### src/rtl/cpu_pkg.sv
// rtl/cpu_pkg.sv - shared core constants: next-PC select codes, ALU ops, NOP, fetch FSM states
package cpu_pkg;

  localparam logic [2:0] PC_SEQ    = 3'b000;
  localparam logic [2:0] PC_JUMP   = 3'b001;
  localparam logic [2:0] PC_JREG   = 3'b010;
  localparam logic [2:0] PC_BRANCH = 3'b011;

  localparam logic [3:0] ALU_ADD = 4'd0;
  localparam logic [3:0] ALU_SUB = 4'd1;
  localparam logic [3:0] ALU_AND = 4'd2;
  localparam logic [3:0] ALU_OR  = 4'd3;
  localparam logic [3:0] ALU_XOR = 4'd4;
  localparam logic [3:0] ALU_NOR = 4'd5;
  localparam logic [3:0] ALU_SLT = 4'd6;
  localparam logic [3:0] ALU_SLL = 4'd7;
  localparam logic [3:0] ALU_SRL = 4'd8;
  localparam logic [3:0] ALU_SRA = 4'd9;
  localparam logic [3:0] ALU_LUI = 4'd10;

  localparam logic [31:0] NOP_INSTR = 32'h0000_0000;

  localparam logic [1:0] ST_IDLE  = 2'd0;
  localparam logic [1:0] ST_FETCH = 2'd1;
  localparam logic [1:0] ST_HOLD  = 2'd2;

endpackage

### src/rtl/instr_fetch_if.sv
// rtl/instr_fetch_if.sv - instruction memory req/ack bus between fetch unit and memory
interface instr_fetch_if;
  logic        imem_req;
  logic [31:0] imem_addr;
  logic        imem_ack;
  logic [31:0] imem_rdata;

  modport master (output imem_req, output imem_addr, input imem_ack, input imem_rdata);
  modport slave  (input imem_req, input imem_addr, output imem_ack, output imem_rdata);
endinterface

### src/rtl/next_pc_calc.sv
// rtl/next_pc_calc.sv - combinational next-PC selection and JR misalignment detect
module next_pc_calc
  import cpu_pkg::*;
(
  input  logic [31:0] pc,
  input  logic [31:0] instr,
  input  logic [31:0] rs_data,
  input  logic [2:0]  pc_control,
  output logic [31:0] next_pc,
  output logic        misalign
);

  logic [31:0] seq_pc;
  logic [31:0] branch_off;

  always_comb begin
    seq_pc     = pc + 32'd4;
    branch_off = {{14{instr[15]}}, instr[15:0], 2'b00};
    misalign   = 1'b0;
    case (pc_control)
      PC_JUMP:   next_pc = {seq_pc[31:28], instr[25:0], 2'b00};
      PC_JREG: begin
        next_pc  = {rs_data[31:2], 2'b00};
        misalign = |rs_data[1:0];
      end
      PC_BRANCH: next_pc = seq_pc + branch_off;
      default:   next_pc = seq_pc;
    endcase
  end

endmodule

### src/rtl/instr_fetch.sv
// rtl/instr_fetch.sv - PC owner and instruction fetch FSM (IDLE/FETCH/HOLD)
// Optional retired-instruction counter enabled by IFETCH_INSTR_CNT_EN.
module instr_fetch
  import cpu_pkg::*;
#(
  parameter logic [31:0] RESET_PC = 32'h0000_0000
)
(
  input  logic           clk,
  input  logic           rst_n,
  instr_fetch_if.master  imem,
  input  logic [2:0]     pc_control,
  input  logic [31:0]    rs_data,
  input  logic           exec_ready,
  output logic [31:0]    instr,
  output logic           instr_valid,
  output logic [31:0]    pc,
  output logic [31:0]    pc_plus4,
  output logic           misalign_err,
  output logic [31:0]    instr_cnt
);

  logic [1:0]  state_q, state_d;
  logic        req_q, req_d;
  logic [31:0] addr_q, addr_d;
  logic [31:0] pc_q, pc_d;
  logic [31:0] instr_q, instr_d;
  logic        valid_q, valid_d;
  logic        misalign_q, misalign_d;

  logic [31:0] next_pc;
  logic        jr_misalign;
  logic        advance;

  next_pc_calc u_next_pc (
    .pc         (pc_q),
    .instr      (instr_q),
    .rs_data    (rs_data),
    .pc_control (pc_control),
    .next_pc    (next_pc),
    .misalign   (jr_misalign)
  );

  // Decoder outputs are only trusted while a valid instruction sits in HOLD.
  assign advance = (state_q == ST_HOLD) && valid_q && exec_ready;

  always_comb begin
    state_d    = state_q;
    req_d      = req_q;
    addr_d     = addr_q;
    pc_d       = pc_q;
    instr_d    = instr_q;
    valid_d    = valid_q;
    misalign_d = 1'b0;
    case (state_q)
      ST_IDLE: begin
        state_d = ST_FETCH;
        req_d   = 1'b1;
        addr_d  = pc_q;
      end
      ST_FETCH: begin
        if (imem.imem_ack) begin
          instr_d = imem.imem_rdata;
          valid_d = 1'b1;
          req_d   = 1'b0;
          state_d = ST_HOLD;
        end
      end
      ST_HOLD: begin
        if (advance) begin
          pc_d       = next_pc;
          addr_d     = next_pc;
          valid_d    = 1'b0;
          req_d      = 1'b1;
          misalign_d = jr_misalign;
          state_d    = ST_FETCH;
        end
      end
      default: begin
        state_d = ST_IDLE;
        req_d   = 1'b0;
        valid_d = 1'b0;
      end
    endcase
  end

  always_ff @(posedge clk or negedge rst_n) begin
    if (!rst_n) begin
      state_q    <= ST_IDLE;
      req_q      <= 1'b0;
      addr_q     <= RESET_PC;
      pc_q       <= RESET_PC;
      instr_q    <= NOP_INSTR;
      valid_q    <= 1'b0;
      misalign_q <= 1'b0;
    end else begin
      state_q    <= state_d;
      req_q      <= req_d;
      addr_q     <= addr_d;
      pc_q       <= pc_d;
      instr_q    <= instr_d;
      valid_q    <= valid_d;
      misalign_q <= misalign_d;
    end
  end

`ifdef IFETCH_INSTR_CNT_EN
  logic [31:0] cnt_q, cnt_d;

  always_comb begin
    cnt_d = cnt_q;
    if (valid_q && exec_ready) begin
      cnt_d = cnt_q + 32'd1;
    end
  end

  always_ff @(posedge clk or negedge rst_n) begin
    if (!rst_n) begin
      cnt_q <= 32'd0;
    end else begin
      cnt_q <= cnt_d;
    end
  end

  assign instr_cnt = cnt_q;
`else
  assign instr_cnt = 32'd0;
`endif

  assign imem.imem_req  = req_q;
  assign imem.imem_addr = addr_q;
  assign instr          = instr_q;
  assign instr_valid    = valid_q;
  assign pc             = pc_q;
  assign pc_plus4       = pc_q + 32'd4;
  assign misalign_err   = misalign_q;

endmodule

### src/flat_wrapper.sv
// flat-port wrapper written by rule: the top's interface ports become plain ports
module instr_fetch_flat import cpu_pkg::*;
#(
  parameter logic [31:0] RESET_PC = 32'h0000_0000
)
  (clk, rst_n, pc_control, rs_data, exec_ready, instr, instr_valid, pc, pc_plus4, misalign_err, instr_cnt, imem_imem_req, imem_imem_addr, imem_imem_ack, imem_imem_rdata);
  instr_fetch_if imem_i ();
  input  logic clk;
  input  logic rst_n;
  input  logic [2:0] pc_control;
  input  logic [31:0] rs_data;
  input  logic exec_ready;
  output logic [31:0] instr;
  output logic instr_valid;
  output logic [31:0] pc;
  output logic [31:0] pc_plus4;
  output logic misalign_err;
  output logic [31:0] instr_cnt;
  output wire logic [$bits(imem_i.imem_req)-1:0] imem_imem_req;
  output wire logic [$bits(imem_i.imem_addr)-1:0] imem_imem_addr;
  input wire logic [$bits(imem_i.imem_ack)-1:0] imem_imem_ack;
  input wire logic [$bits(imem_i.imem_rdata)-1:0] imem_imem_rdata;
  assign imem_imem_req = imem_i.imem_req;
  assign imem_imem_addr = imem_i.imem_addr;
  assign imem_i.imem_ack = imem_imem_ack;
  assign imem_i.imem_rdata = imem_imem_rdata;
  instr_fetch #(.RESET_PC(RESET_PC)) u_core (.clk(clk), .rst_n(rst_n), .imem(imem_i), .pc_control(pc_control), .rs_data(rs_data), .exec_ready(exec_ready), .instr(instr), .instr_valid(instr_valid), .pc(pc), .pc_plus4(pc_plus4), .misalign_err(misalign_err), .instr_cnt(instr_cnt));
endmodule
### config.mk
export PLATFORM = sky130hd
export DESIGN_NAME = instr_fetch_flat
export DESIGN_NICKNAME = d
export VERILOG_FILES = /design/src/rtl/cpu_pkg.sv /design/src/rtl/instr_fetch_if.sv /design/src/rtl/next_pc_calc.sv /design/src/rtl/instr_fetch.sv /design/src/flat_wrapper.sv
export SDC_FILE = /design/constraint.sdc
export NUM_CORES = 1
export LEC_CHECK = 0
export CORE_ASPECT_RATIO = 0.7
export CORE_MARGIN = 10
export CORE_UTILIZATION = 52
export CTS_CLUSTER_DIAMETER = 80
export DETAILED_ROUTE_END_ITERATION = 10
export PLACE_DENSITY = 0.92
export REMOVE_ABC_BUFFERS = 1
export SETUP_SLACK_MARGIN = 0.4
export SLEW_MARGIN = 15
export SYNTH_ARGS = -nofsm -noshare
export SYNTH_HDL_FRONTEND = slang
export SYNTH_SLANG_ARGS = --single-unit
### constraint.sdc
create_clock -name clk -period 7.8 [get_ports clk]
set_input_delay 0.78 -clock clk [delete_from_list [all_inputs] [get_ports clk]]
set_output_delay 0.78 -clock clk [all_outputs]
set_load 0.005 [all_outputs]
# Word-level counts from Yosys, hierarchy flattened
# Cells that the tools add are included.
[classes]
add_sub_neg = 2
n_eq_ne = 7
n_mux = 15
n_bitwise = 1
n_reduce_logical = 10
[op_table]
columns = ["operator", "n"]
rows = [
  ["32-bit case mux with 3 select lines", 1],
  ["32-bit case mux with 2 select lines", 1],
  ["32-bit by 3-bit adder with 32-bit output (second input constant)", 1],
  ["32-bit adder", 1],
  ["32-bit two-way mux", 1],
  ["2-bit AND reduction", 4],
  ["1-bit two-way mux", 7],
  ["3-bit by 2-bit == test with 1-bit output (second input constant)", 2],
  ["1-bit case mux with 3 select lines", 2],
  ["2-bit case mux with 3 select lines", 1],
  ["2-bit two-way mux", 2],
  ["3-bit by 1-bit == test with 1-bit output (second input constant)", 1],
  ["3-bit AND reduction", 1],
  ["2-bit by 1-bit == test with 1-bit output (second input constant)", 1],
  ["2-bit == test (second input constant)", 1],
  ["1-bit logical AND", 2],
  ["2-bit zero test", 1],
  ["2-bit by 1-bit != test with 1-bit output (second input constant)", 1],
  ["2-bit != test (second input constant)", 1],
  ["2-bit nonzero test", 1],
  ["2-bit OR reduction", 1],
  ["1-bit NOT", 1],
]
[word_totals]
regBits = 101
input_bits = 71
out_inout_bits = 163
wordCells = 42

# Depth between registers and ports, before layout
# Gate-level depths: netlist (run 1).
[logic_depth]
depth_word = 5
mapped_depth = 17
ltp_nobuf = 15

# By module
# From an unflattened synthesis (run 1), not the netlist that was laid out.
[hier_totals]
cells_unflattened = 878
area_unflattened_um2 = 7852.5
[by_module_without_submodules]
columns = ["mod", "instances", "cells_each", "area_each_um2", "seq_area_each_um2"]
rows = [
  ["instr_fetch", 1, 406, 4785.8, 2502.4],
  ["next_pc_calc", 1, 472, 3066.7, 0.0],
]

# Worst setup path after synthesis (run 1)
# OpenSTA, ideal clock, no wires.
[synth_path]
path_type = "register to register"
from = "reg u_core.pc_q[13], in the netlist u_core.pc[13]"
to = "reg u_core.addr_q[30], in the netlist u_core.imem.imem_addr[30]"
arrival_time_ps = 3221
path_slack_ps = 4499
path_stages_with_launch = 16
n_path_buf = 2
period_less_slack_ps = 3301
path_cell_list = "dfrtp_1 clkbuf_2 and3_1 nand4_2 nor4_1 xor2_1 ha_1 clkbuf_1 and3_1 nand2_1 nor3_1 o211ai_1 nand2_1 mux2_2 o22ai_1 a2bb2oi_1"
[synth_between]
elab_chain_cells = 5
[synth_rtl]
columns = ["item", "line_no", "source"]
rows = [
  ["from (decl)", "instr_fetch.sv:26", "logic [31:0] pc_q, pc_d;"],
  ["from (signal assigned)", "instr_fetch.sv:100", "pc_q <= pc_d;"],
  ["32-bit by 3-bit adder with 32-bit output", "--", ""],
  ["named net pc_plus4[24]", "flat_wrapper.sv:16", "output logic [31:0] pc_plus4;"],
  ["32-bit adder", "next_pc_calc.sv:26", "PC_BRANCH: next_pc = seq_pc + branch_off;"],
  ["32-bit case mux with 3 select lines", "next_pc_calc.sv:20", "case (pc_control)"],
  ["32-bit two-way mux", "instr_fetch.sv:70", "if (advance) begin"],
  ["32-bit case mux with 2 select lines", "instr_fetch.sv:55", "case (state_q)"],
  ["to (signal assigned)", "instr_fetch.sv:99", "addr_q <= addr_d;"],
  ["to (decl)", "instr_fetch.sv:25", "logic [31:0] addr_q, addr_d;"],
]
# The timed path passes the listed nets, and every way through them passes these cells. The select of a mux whose other input is x is not followed.
# A chain may end at the register's enable or synchronous reset.

# Worst setup path in the final report (run 1)
[layout_path]
from = "reg u_core.pc_q[4], in the netlist u_core.pc[4]"
to = "reg u_core.pc_q[29], in the netlist u_core.pc[29]"
[layout_between]
elab_chain_cells = 3
[layout_rtl]
columns = ["item", "line_no", "source"]
rows = [
  ["32-bit by 3-bit adder with 32-bit output (*)", "next_pc_calc.sv:17", "seq_pc = pc + 32'd4;"],
  ["32-bit adder", "next_pc_calc.sv:26", ""],
  ["32-bit case mux with 3 select lines (*)", "next_pc_calc.sv:20", ""],
]
# Mark *: on every way between the ends. The rest lies on a longest branch, timed or not.

==> impl_metrics.tcl, run 1 <==
set metrics [dict create \
    outcome "completed" \
    drtIter0Drc 899 \
    drive_gt1_frac 0.0781 \
    cts_tree "built" \
    ctsRootBufferMaster "clkbuf_16" \
    critPathSlowestCell "o41ai_2" \
    syn2layout_area_growth_pct 30.8 \
    power_per_cell_area_mw_per_mm2 443 \
    wl_per_cell_um 22.5 \
    cts.clk_slew.worst_paths_ns 0.07 \
    max_freq_mhz 239 \
    critPathCaptureType "register" \
    reg2reg_depth 14 \
    grt_pass1_wl_um 42400 \
    fin_crit_ns 4.18 \
    synth_top_family_by_area "compound AO/OA/AOI/OAI gates" \
    holdWs_ns 0.430 \
    synth-compound-area-share 0.246 \
    synth.distinct_cells 73 \
    synth-simple-area-share 0.161 \
    io_buffer_count 201 \
    num_io_pins 234 \
    synth_mux_area_frac 0.0677 \
    cts_buffers 9 \
    viasPerCell 6.12 \
    final_cells 1227 \
    synthAdderAreaFrac 0.0613 \
    clock_latency_ns 0.35 \
    p_leak_uw 0.00438 \
    num_antenna_cells 0 \
    die_x_um 163 \
    cp.required_ns 8.02 \
    final_common_cell "clkdlybuf4s50_1" \
    async_reset_ff_frac 1.00 \
    num_vias 7508 \
    path_max_fanout 8 \
    final.setup.tns_ns 0 \
    relSlewSlack 0.334 \
    syn-mean-instance-area_um2 8.68 \
    finalCritPeriodShare 0.536 \
    ant_nets 0 \
    wirelength_um 27600 \
    hold_path_class "in2async" \
    worstSetupPathType "reg2reg" \
    ys_ff_latch 100 \
    cts_max_level 3 \
    startpoint_type "register" \
    crit_buf_inv 1 \
    worstMarginPinSlew_ns 0.998 \
    first_global_vias 7245 \
    core_area_mm2 0.0140 \
    cts_num_sinks 100 \
    synth_xor_area_frac 0.0538 \
    dieArea_mm2 0.0196 \
    synthesis.area_mm2 0.00747 \
    reg2reg_setup_slack_ns 3.62 \
    synth_edf_count 0 \
    final_cell_mix "clkdlybuf4s50_1, dfrtp_1, nand2_1" \
    die_h_um 120 \
    postCtsHoldBufs 0 \
    timing.rr.start "u_core.pc[4]" \
    cts_resized 0 \
    gp_congestion 0.977 \
    grt_max_degree 58 \
    grt_util_all_layers 0.270 \
    critPathMaxStageDelay_ns 0.50 \
    skew_ns 0.00925 \
    worstPathArrival_ns 4.40 \
    layout_setup_ws_ns 3.62 \
    yosysWarnings 0 \
    max-vdd-ir-drop_mv 0.216 \
    antenna_found_initial 0 \
    dp_hpwl_um 20900 \
    overflow 0 \
    post-cts-setup-buffers 0 \
    start_util 0.533 \
    setup_viol_count_final 0 \
    finish.utilization 0.697 \
    met1_length_um 11500 \
    rows 36 \
    post-place-ws_ns 3.79 \
    drv_slew 0 \
    wl_met2_um 11400 \
    drt_pass1_iterations 5 \
    crit_path_frequent_cell "and4_1" \
    wl_met3_um 4260 \
    maxCapViolations 0 \
    syn-instance-count 860 \
    path_cells "and4_1, nand4_1, nor2_1, nand2_1, xor2_1, inv_1, ha_1, and4_1, and3_1, o21ai_1, a21oi_1, o41ai_2, mux2i_1, o21ai_0" \
    synthFlopType "dfrtp_1" \
    nets 1139 \
    reg2reg_to "u_core.pc[29]" \
    placedCellCount 1211 \
    cts_buffer_depth 2 \
    critPathTopFamily "simple AND/OR/NAND/NOR gates" \
    hold_violations 0 \
    dr.max_layer_used "met4" \
    ys_seq_area_frac 0.335 \
    rsz0062_at_grt "no" \
    drc 0 \
]
## state kept, by name (all words and copies together), names as in the netlist
signal,cells
u_core.imem.imem_addr,32
u_core.instr,32
u_core.pc,32
u_core.state_q,2
u_core.instr_valid,1
u_core.misalign_err,1
## worst max-delay path by stage
stage                     depth (start not counted)                   endpoint         start
after global placement                           13  u_core.imem.imem_addr[31]  u_core.pc[4]
after detailed placement                         14  u_core.imem.imem_addr[31]  u_core.pc[4]
after floorplan                                  14  u_core.imem.imem_addr[28]  u_core.pc[4]
after global routing                             13              u_core.pc[29]  u_core.pc[4]
after CTS                                        14  u_core.imem.imem_addr[31]  u_core.pc[4]
final                                            14              u_core.pc[29]  u_core.pc[4]
## routing by layer
| layer | GRT usage | vias to the layer above |
|---|---|---|
| met1 | 0.379 | 3541 |
| li1 | - | 3406 |
| met3 | 0.114 | 41 |
| met4 | 0.0545 | 0 |
| met2 | 0.380 | 520 |
| met5 | 0 | - |
## Yosys cell counts, types with 14 or more instances
master | count | area share
mux2_2 | 36 | 0.054
o21ai_0 | 64 | 0.043
clkbuf_1 | 35 | 0.018
inv_1 | 31 | 0.016
a21o_1 | 28 | 0.028
o211ai_1 | 15 | 0.015
buf_4 | 34 | 0.034
xnor2_1 | 30 | 0.035
nand3_1 | 23 | 0.015
nor2_1 | 41 | 0.021
nand2_1 | 92 | 0.046
o22ai_1 | 18 | 0.015
xor2_1 | 14 | 0.016
ha_1 | 35 | 0.059
dfrtp_1 | 100 | 0.34
a21oi_1 | 57 | 0.038
## report_power, final
part	internal [µW]	leakage (µW)	total, µW	switching (µW)
logic	1350	0.00299	2780	1420
registers	749	0.00125	1080	330
clock network	253	0.000145	469	215
total	2360	0.00438	4330	1970
## through the flow
step | power, µW | area (µm²)
floorplan | 2560 | 7140
global placement | 3730 | 9460
detailed placement | 3780 | 9460
CTS | 4270 | 9760
global route | 4620 | 9760
finish | 4330 | 9760
## cell type report
class	count	area, µm²
clock buffer	10	229
tap	190	238
fill	1114	4240
clock inverter	6	71.3
multi-input combinational	680	4530
timing repair buffer	209	2070
inverter	32	120
sequential	100	2500
## logic make-up (layout without fill, tap and decap cells)
group | after synthesis | in the layout
xor+xnor | 45 | 45
flops | 100 | 100
fa+ha+maj | 36 | 36
mux | 46 | 46
simple gates | 240 | 240
buf+inv | 111 | 257
other cells | 1 | 32
compound gates | 281 | 281
No activity file was read; power rests on OpenSTA's default activity.
==> run 2, diff against run 1 <==
- CORE_UTILIZATION: 52 -> 48
- PLACE_DENSITY: 0.92 -> 0.86
- clock period: 7.8 -> 4.2 ns (I/O delays scaled with it)
==> run 2 against run 1 <==
Effect of this change:
- combinational power increased by 93%
- cell count increased by 3.1%
- via count increased by 0.68%
- total power increased by 89%
- hold slack got worse by 0.23 ns
- die area increased by 7.1%
- clock-buffer cell count unchanged
- first-iteration DRC count decreased by 11%
- setup slack got worse by 3.1 ns
- sequential cell count unchanged
- critical endpoint is now u_core.imem.imem_addr[28]
- largest cell class unchanged
==> impl_metrics.tcl, run 2 (synthesis results as in run 1) <==
set metrics [dict create \
    outcome "completed" \
    clockPowerShare 0.104 \
    core_area_mm2 0.0154 \
    p_leak_uw 0.00451 \
    gp_congestion 0.967 \
    dieArea_mm2 0.0210 \
    use_met3 0.102 \
    met1_usage 0.357 \
    antenna_found_initial 0 \
    setup_viol_count_final 0 \
    first_global_vias 7317 \
    ant_nets 0 \
    ctsRootBufferMaster "clkbuf_16" \
    worstPathArrival_ns 3.91 \
    hold_path_class "in2async" \
    grt_util_all_layers 0.251 \
    final.setup.tns_ns 0 \
    rsz0062_at_grt "yes" \
    drtIter0Drc 800 \
    p_switching_uw 3680 \
    dp_hpwl_um 21400 \
    num_io_pins 234 \
    die_h_um 124 \
    postCtsHoldBufs 0 \
    drv_slew 0 \
    wl_per_cell_um 22.3 \
    skew_ns 0.0105 \
    worstSetupPathType "reg2reg" \
    worstMarginPinSlew_ns 0.919 \
    overflow 0 \
    drc 0 \
    path_max_fanout 8 \
    clock_latency_ns 0.35 \
    switching_share 0.451 \
    io_buffer_count 201 \
    fin_crit_ns 3.68 \
    holdWs_ns 0.196 \
    power_per_cell_area_mw_per_mm2 808 \
    max-vdd-ir-drop_mv 0.379 \
    cts_buffers 9 \
    final_common_cell "clkdlybuf4s50_1" \
    wirelength_um 28200 \
    viasPerCell 5.98 \
    cp.required_ns 4.43 \
    power_frac_seq 0.238 \
    grt_pass1_wl_um 42800 \
    num_vias 7559 \
    p_int_uw 4480 \
    hold_violations 0 \
    nets 1167 \
    busiest_layer "met1" \
    critPathCaptureType "register" \
    finalCritPeriodShare 0.876 \
    startpoint_type "register" \
    cts.clk_slew.worst_paths_ns 0.08 \
    drive_gt1_frac 0.138 \
    die_x_um 169 \
    syn2layout_area_growth_pct 35.4 \
    p_comb_frac 0.658 \
    finish.utilization 0.658 \
    rows 38 \
    grt_max_degree 69 \
    drt_pass1_iterations 6 \
    cts_tree "built" \
    num_antenna_cells 0 \
    cts_num_sinks 100 \
    max_freq_mhz 272 \
    start_util 0.486 \
    cts_buffer_depth 2 \
    final_cell_mix "clkdlybuf4s50_1, nand2_1, dfrtp_1" \
    relSlewSlack 0.387 \
    met2_usage 0.353 \
    maxCapViolations 0 \
    cts_max_level 3 \
]
==> run 2: changes by cell type in the layout (fill, tap and decap cells not counted), sizes merged <==
cell / previous run / this run
buf: 9 / 37
clkinv: 2 / 5
bufinv: 1 / 0
clkinvlp: 1 / 0
inv: 34 / 33
==> run 2: cell type report <==
cell class / count / area [µm²]
Clock buffer: 10 / 239
Timing Repair Buffer: 237 / 2280
Inverter: 32 / 120
Fill cell: 1302 / 5250
Tap cell: 200 / 250
Multi-Input combinational cell: 680 / 4650
Clock inverter: 6 / 56.3
Sequential cell: 100 / 2520
==> run 2: worst paths after layout <==
kind	startpoint	end	slack (ns)	cells past startpoint
worst max-delay path	u_core.pc[4]	u_core.imem.imem_addr[28]	0.52	14
worst min-delay path	rst_n	u_core.imem.imem_addr[28]	0.20	1
worst max register to register	u_core.pc[4]	u_core.imem.imem_addr[28]	0.52	14
worst min register to register	u_core.imem.imem_addr[4]	u_core.imem.imem_addr[4]	0.48	2
max in group asynchronous	rst_n	u_core.pc[20]	3.01	2
min in group clk	u_core.imem.imem_addr[4]	u_core.imem.imem_addr[4]	0.48	2
==> run 2: timing repair <==
item	4_1_cts	5_1_grt
gates resized for setup	3	39
setup buffers	0	10
pin swaps	0	8
setup endpoints to repair	7	21
==> run 2: per-stage QoR <==
stage / setup WS, ns / cells / instance area [µm²] / total power, µW
finish: 0.522 / 1265 / 10100 / 8170
global route: 0.377 / 1265 / 10100 / 8730
CTS: 0.403 / 1255 / 9910 / 7980
detailed placement: 0.284 / 1239 / 9610 / 7090
global placement: 0.370 / 1239 / 9610 / 7050
floorplan: 0.864 / 812 / 7140 / 4750
==> run 2: critical path, stage by stage, from the launching register on <==
cell	delay (ns)
dfrtp_2	0.45
and4_4	0.29
nand4_4	0.20
nor2_4	0.24
and3_1	0.20
xor2_1	0.31
ha_1	0.28
a21o_1	0.14
a21o_1	0.11
a21oi_1	0.11
o211a_1	0.26
or4_1	0.48
o211ai_1	0.11
nor3_1	0.09
a221o_1	0.28
==> run 2: per-layer routing <==
metal | vias up | wire length (µm)
met1 | 3610 | 12400
met4 | 0 | 306
met5 | - | 0
met2 | 461 | 11500
li1 | 3460 | -
met3 | 28 | 3930
==> run 2: power groups by stage <==
stage,Sequential [µW],Clock (µW),Combinational (µW)
2_1_floorplan,1860,0,2900
3_3_place_gp,1910,0,5140
3_5_place_dp,1930,0,5160
4_1_cts,1920,858,5200
5_1_grt,2000,893,5840
6_report,1940,852,5370
==> run 3, diff against run 2 <==
- ABC_CLOCK_PERIOD_IN_PS: unset -> 4200
- CORE_ASPECT_RATIO: 0.7 -> 1.5
==> run 3 against run 2 <==
Effect of this change:
- clock skew grew 0.0039 ns
- sequential power is essentially flat
- cell count fell by 0.32%
- via count is 2.6% higher
- register-to-register slack is essentially flat
- critical path type unchanged
- first-iteration DRC count fell by 13%
- die area increased by 0.11%
- setup slack improved by 0.0067 ns
- sequential cell count is the same
- final area down 0.23%
- routed wire length rose by 6.3%
- total power about the same
- highest routed layer unchanged
==> impl_metrics.tcl, run 3 (synthesis results as in run 1) <==
set metrics [dict create \
    ant_nets 0 \
    power_frac_seq 0.239 \
    cts.clk_slew.worst_paths_ns 0.08 \
    worstMarginPinSlew_ns 0.898 \
    final_cell_mix "clkdlybuf4s50_1, dfrtp_1, nand2_1" \
    max_freq_mhz 272 \
    final_common_cell "clkdlybuf4s50_1" \
    cts_num_sinks 100 \
    drc 0 \
    crit_buf_inv 1 \
    drv_slew 0 \
    wl_per_cell_um 23.7 \
    setup_viol_count_final 0 \
    num_io_pins 234 \
    outcome "completed" \
    startpoint_type "register" \
    io_buffer_count 201 \
    power_per_cell_area_mw_per_mm2 810 \
    total_power_uw 8170 \
    cts_max_level 3 \
    p_leak_uw 0.00453 \
    drive_gt1_frac 0.126 \
    fin_crit_ns 3.67 \
    cts_buffer_depth 2 \
    relSlewSlack 0.401 \
    clockPowerShare 0.104 \
    gp_congestion 1.02 \
    post-place-ws_ns 0.204 \
    cts_tree "built" \
    syn2layout_area_growth_pct 35.1 \
    holdWs_ns 0.120 \
    dp_hpwl_um 23000 \
    start_util 0.491 \
    crit_path_frequent_cell "a31oi_1" \
    overflow 0 \
    rows 55 \
    grt_util_all_layers 0.274 \
    hold_path_class "in2async" \
    skew_ns 0.0144 \
    postCtsHoldBufs 0 \
    path_max_fanout 7 \
    first_global_vias 7896 \
    drtIter0Drc 695 \
    antenna_found_initial 0 \
    path_cells "ha_2, xor2_1, ha_1, and2b_1, o2111ai_1, a31oi_1, buf_4, o21ai_1, a31oi_1, xnor2_1, and3_1, a211o_1" \
    die_x_um 122 \
    grt_max_degree 55 \
    nets 1164 \
    drt_pass1_iterations 7 \
    maxCapViolations 0 \
    dieArea_mm2 0.0210 \
    p_switching_uw 3720 \
    hold_violations 0 \
    worstSetupPathType "reg2reg" \
    die_h_um 173 \
    cts_buffers 9 \
    critPathSlowestCell "dfrtp_1" \
    worstPathArrival_ns 3.92 \
    num_vias 7757 \
    finalCritPeriodShare 0.874 \
    critPathCaptureType "register" \
    critPathTopFamily "compound AO/OA/AOI/OAI gates" \
    switching_share 0.455 \
    critPathMaxStageDelay_ns 0.47 \
    core_area_mm2 0.0152 \
    ctsRootBufferMaster "clkbuf_16" \
    reg2reg_setup_slack_ns 0.53 \
    rsz0062_at_grt "yes" \
    layout_setup_ws_ns 0.529 \
    p_comb_frac 0.657 \
    max-vdd-ir-drop_mv 0.476 \
    grt_pass1_wl_um 45400 \
    cp.required_ns 4.44 \
    wirelength_um 29900 \
    p_int_uw 4450 \
    final.setup.tns_ns 0 \
    clock_latency_ns 0.36 \
    finish.utilization 0.663 \
    viasPerCell 6.15 \
    num_antenna_cells 0 \
]
==> run 3: area by class of cell <==
type	instances	area, µm²
clock inverters	5	43.8
multi-input cells	680	4660
well taps	199	249
repair buffers	234	2260
fillers	1249	5120
inverters	32	120
clock buffers	11	243
flip-flops and latches	100	2510
==> run 3: final timing paths <==
check	startpoint	end	cells after the start
worst max-delay path	u_core.pc[2]	u_core.pc[20]	12
worst min-delay path	rst_n	u_core.imem.imem_addr[30]	1
worst max register to register	u_core.pc[2]	u_core.pc[20]	12
worst min register to register	u_core.imem.imem_addr[0]	u_core.imem.imem_addr[0]	2
max in group asynchronous	rst_n	u_core.pc[4]	2
min in group clk	u_core.imem.imem_addr[0]	u_core.imem.imem_addr[0]	2
==> run 3: through the flow <==
stage          instance area, µm²  instances
3_5_place_dp                 9610       1239
6_report                    10100       1261
3_3_place_gp                 9610       1239
5_1_grt                     10100       1261
4_1_cts                      9940       1255
2_1_floorplan                7140        812
==> run 3: what timing repair did <==
action	in CTS	in global routing
gates resized for setup	8	28
buffers inserted	0	6
endpoints found under the setup margin	10	24
pin swaps	0	6
==> run 3: power by group through the flow <==
stage | clock, µW | combinational, µW | sequential, µW
2_1_floorplan | 0 | 2900 | 1860
3_3_place_gp | 0 | 5170 | 1910
3_5_place_dp | 0 | 5200 | 1930
4_1_cts | 860 | 5260 | 1920
5_1_grt | 902 | 5790 | 2020
6_report | 851 | 5370 | 1960
==> run 3: per-layer routing <==
metal,global-route usage,vias to the layer above,share of wire
li1,-,3469,-
met1,0.284,3698,0.33
met2,0.488,451,0.52
met3,0.0597,139,0.085
met4,0.157,0,0.062
met5,0,-,0
